File: src/rtl/product_accumulator.sv
// Product accumulator: sums a job of len unsigned 8-bit products into an
// ACC_WIDTH-bit accumulator with a sticky carry-out flag, then holds the
// result under a valid/ready handshake.
module product_accumulator #(
    parameter int unsigned ACC_WIDTH = 16
) (
    input  logic                 clk,
    input  logic                 rst_n,
    input  logic                 clear,
    input  logic                 start,
    input  logic [3:0]           len,
    input  logic                 in_valid,
    output logic                 in_ready,
    input  logic [7:0]           in_product,
    output logic                 out_valid,
    input  logic                 out_ready,
    output logic [ACC_WIDTH-1:0] out_sum,
    output logic                 out_ovf,
    output logic                 busy
);

    typedef enum logic [1:0] {
        StIdle,
        StAccum,
        StDone
    } state_e;

    state_e               state_q, state_d;
    logic [ACC_WIDTH-1:0] acc_q, acc_d;
    logic                 ovf_q, ovf_d;
    logic [3:0]           rem_q, rem_d;
    logic [ACC_WIDTH:0]   sum_ext;

    // One extra bit captures the carry out of the accumulator MSB.
    assign sum_ext = {1'b0, acc_q} + {{(ACC_WIDTH - 7){1'b0}}, in_product};

    // State and datapath registers.
    always_ff @(posedge clk or negedge rst_n) begin
        if (!rst_n) begin
            state_q <= StIdle;
            acc_q   <= '0;
            ovf_q   <= 1'b0;
            rem_q   <= 4'd0;
        end else begin
            state_q <= state_d;
            acc_q   <= acc_d;
            ovf_q   <= ovf_d;
            rem_q   <= rem_d;
        end
    end

    // Next-state and datapath update; clear overrides everything else.
    always_comb begin
        state_d = state_q;
        acc_d   = acc_q;
        ovf_d   = ovf_q;
        rem_d   = rem_q;
        if (clear) begin
            state_d = StIdle;
            acc_d   = '0;
            ovf_d   = 1'b0;
            rem_d   = 4'd0;
        end else begin
            case (state_q)
                StIdle: begin
                    if (start) begin
                        acc_d = '0;
                        ovf_d = 1'b0;
                        if (len == 4'd0) begin
                            state_d = StDone;
                        end else begin
                            rem_d   = len;
                            state_d = StAccum;
                        end
                    end
                end
                StAccum: begin
                    if (in_valid) begin
                        acc_d = sum_ext[ACC_WIDTH-1:0];
                        ovf_d = ovf_q | sum_ext[ACC_WIDTH];
                        rem_d = rem_q - 4'd1;
                        if (rem_q == 4'd1) begin
                            state_d = StDone;
                        end
                    end
                end
                StDone: begin
                    if (out_ready) begin
                        state_d = StIdle;
                    end
                end
                default: begin
                    state_d = StIdle;
                end
            endcase
        end
    end

    // Handshake outputs decode registered state only.
    always_comb begin
        in_ready  = (state_q == StAccum);
        out_valid = (state_q == StDone);
        busy      = (state_q != StIdle);
        out_sum   = acc_q;
        out_ovf   = ovf_q;
    end

endmodule

File: config.mk
export PLATFORM = sky130hd
export DESIGN_NAME = product_accumulator
export DESIGN_NICKNAME = d
export VERILOG_FILES = /design/src/rtl/product_accumulator.sv
export SDC_FILE = /design/constraint.sdc
export NUM_CORES = 1
export LEC_CHECK = 0
export CORE_MARGIN = 2
export CORE_UTILIZATION = 53
export DETAILED_ROUTE_END_ITERATION = 12
export PLACE_DENSITY = 0.84
export SLEW_MARGIN = 20
export SYNTH_ARGS = -nofsm -noshare
export SYNTH_HDL_FRONTEND = slang
export SYNTH_SLANG_ARGS = --single-unit
File: constraint.sdc
create_clock -name clk -period 5.2 [get_ports clk]
set_clock_uncertainty 0.1 [all_clocks]
set_input_delay 0.52 -clock clk [delete_from_list [all_inputs] [get_ports clk]]
set_output_delay 0.52 -clock clk [all_outputs]
set_load 0.02 [all_outputs]
==> flow_summary_export.csv <==
group,metric,value,unit
floorplan,fp.dieW,59.0,um
setup_path,worstPathMaxFanout,9,
route,route.detailed.drc,3,
outcome,status,"complete, but fails checks",
cells_and_area,drive_above_1_share,5.05,%
pwr,pwr_density_cell,364,nW/um^2
synthesis,synth_area_leaders,"dfrtp_1 36%, ha_1 7.8%, nand2_1 6.8%",
flow_run,maxCapViolCount,0,
global_route,grt_overflow,0,
setup_path,crit_type,"in -> reg",
timing,rsz0062_at_grt,"false",
outcome,violations,"DRC",
cts,clock-root-buffer,"clkbuf_4",
synthesis,syn_inst,183,
cts,cts_max_level,1,
setup_path,crit_family,"simple AND/OR/NAND/NOR gates",
cts,post_cts_buffers,0,
route,top_layer_used,"met4",
global_route,grt_pass1_vias,1407,
floorplan,design.die.area,3480,um^2
route,route.met2.wl,1850,um
timing,tightestPinTransition,844,ps
placement,numPortBuffers,37,
route,routed_wl,3700,um
timing,tns,0,ps
synthesis,synth_top_area_share,35.9,%
cts,numCtsBuffers,3,
pwr,ir_drop,191,uV
timing,finalHoldWorstSlack,66.2,ps
placement,dp_hpwl,2900,um
cells_and_area,syn_to_final_growth,25.2,%
pwr,p_leak,0.853,nW
setup_path,crit_buf_inv,2,
route,m1WireLength,1610,um
setup_path,worstPathArrival,2850,ps
route,detail_route.iter0.violations,62,
route,drt-vias-per-instance,5.98,
synthesis,ys_types,40,
synthesis,synth_nets,212,
floorplan,row_count,19,
setup_path,crit_chain,"clkdlybuf4s50_1 > ha_1 > inv_1 > fa_1 > nand2b_1 > a21o_1 > a31o_2 > or4_1 > nand3_1",
global_route,grt_max_degree,27,
synthesis,synth.avg_cell_area,8.76,um^2
setup_path,slowest_stage,"or4_1",
timing,maxSlewHeadroom,43.2,%
route,vias,1490,
cts,cts_sinks,23,
cts,cts_tree,"done",
route,met3_length,206,um
cells_and_area,final_cell_mix,"36 x clkdlybuf4s50_1, 29 x nand2_1, 23 x dfrtp_1",
global_route,grtUsageTotal,23.0,%
setup_path,cp.required,5340,ps
cells_and_area,nets,248,
synthesis,synth_top_cell_by_area,"dfrtp_1",
cells_and_area,final_common_cell,"clkdlybuf4s50_1",
cts,cts_resized,0,
timing,max_freq,370,MHz
timing,hold_violations,0,
timing,setup_viol,0,
synthesis,ys_seq_area_share,35.9,%
cts,insertion_delay,310,ps
setup_path,critPathMaxStageDelay,480,ps
timing,period_needed,2710,ps
route,detail_route.wl_per_cell,14.9,um
cts,ctsHoldBuffers,0,
placement,gp_congestion,0.843,
timing,slew_violations,0,
floorplan,coreArea,2810,um^2
timing,post-route-period-util,52.0,%
floorplan,start_util,57.1,%
floorplan,io_pins,38,
synthesis,yosys_warnings,0,
setup_path,startpoint_type,"input port",
route,ant_nets,0,
min_path,min_path_type,"in -> async",
route,firstDrtPassIters,8,
setup_path,cp-end-kind,"flop",
synthesis,synth_area,1600,um^2
cells_and_area,num_antenna_cells,0,
cts,clock_path_buffers,2,
cts,path_clk_slew,130,ps
synthesis,ys_ff_latch,23,
global_route,antenna_found_initial,0,
global_route,grt_pass1_wl,6310,um
floorplan,fp.dieH,59.0,um
-- cells in the mapped netlist, drive strengths merged --
master	instances
nand2	29
dfrtp	23
a211oi	1
or4	7
o22a	1
o21bai	1
o21a	3
a31o	1
fa	1
o211ai	9
a21o	3
a311oi	1
nor4	1
nor2	13
a21oi	9
clkbuf	3
ha	10
nand4	2
or2	2
xor2	4
a221oi	1
o2bb2ai	1
o32ai	1
mux2i	4
o31ai	8
nand3b	1
nor4b	1
or3	2
nand2b	4
buf	4
inv	11
a22oi	1
nand3	11
o21ai	7
xnor2	2
-- worst register-to-register path: cells and delay by family (launching register included) --
family          cells  cell delay (ps)
flops               1              410
simple gates        3              760
compound gates      2              430
buf+inv             1               70
fa+ha+maj           2              620
-- metal layers --
metal | track usage (%) | vias up
met4 | 6.49 | 0
met1 | 31.3 | 703
met2 | 38.7 | 46
met3 | 2.62 | 4
li1 | - | 737
met5 | 0 | -
-- metrics by stage --
stage	utilization, %	power (mW)	worst slack [ps]	cell area, um^2	instances
2_1_floorplan	-	0.527	2820	1600	183
3_3_place_gp	70.8	0.629	2290	1990	245
3_5_place_dp	70.8	0.650	2170	1990	245
4_1_cts	71.7	0.732	2500	2010	249
5_1_grt	71.5	0.782	2410	2010	249
6_report	71.5	0.730	2490	2010	249
-- kinds of logic after synthesis --
| family | Yosys count | share of synthesized area [%] |
|---|---|---|
| XOR/XNOR | 6 | 3.28 |
| AND/OR/NAND/NOR | 73 | 22.5 |
| multiplexers | 4 | 2.50 |
| buffers and inverters | 18 | 4.68 |
| flip-flops | 23 | 35.9 |
| AO/OA/AOI/OAI | 48 | 22.1 |
| adder cells (fa/ha/maj) | 11 | 9.06 |
-- final timing paths --
| kind | to | slack, ps | depth (start not counted) | startpoint |
|---|---|---|---|---|
| worst max register to register | out_sum[14] | 2750 | 8 | out_sum[0] |
| worst min register to register | out_ovf | 410 | 1 | out_ovf |
| max in group asynchronous | out_sum[1] | 4590 | 1 | rst_n |
| min in group clk | out_ovf | 410 | 1 | out_ovf |
| worst min-delay path | out_sum[12] | 70 | 1 | rst_n |
| worst max-delay path | out_sum[14] | 2490 | 9 | in_product[0] |
-- layout make-up --
| cell class | instances | area [um^2] |
|---|---|---|
| Tap cell | 31 | 38.8 |
| Multi-Input combinational cell | 142 | 952 |
| Fill cell | 228 | 798 |
| Sequential cell | 23 | 576 |
| Clock buffer | 4 | 26.3 |
| Inverter | 11 | 41.3 |
| Timing Repair Buffer | 38 | 373 |
-- flip-flops by register name, summed over array words and instances, names as in the netlist --
signal / flops
out_sum: 16
out_ovf: 1
rem_q: 4
state_q: 2
-- power breakdown --
part           switching (mW)  total, mW  internal, mW  leakage [nW]
registers              0.0436      0.254         0.210         0.315
clock network          0.0526     0.0825        0.0299        0.0150
logic                   0.216      0.394         0.177         0.523
Note: power is estimated with default switching activity, not from simulation.
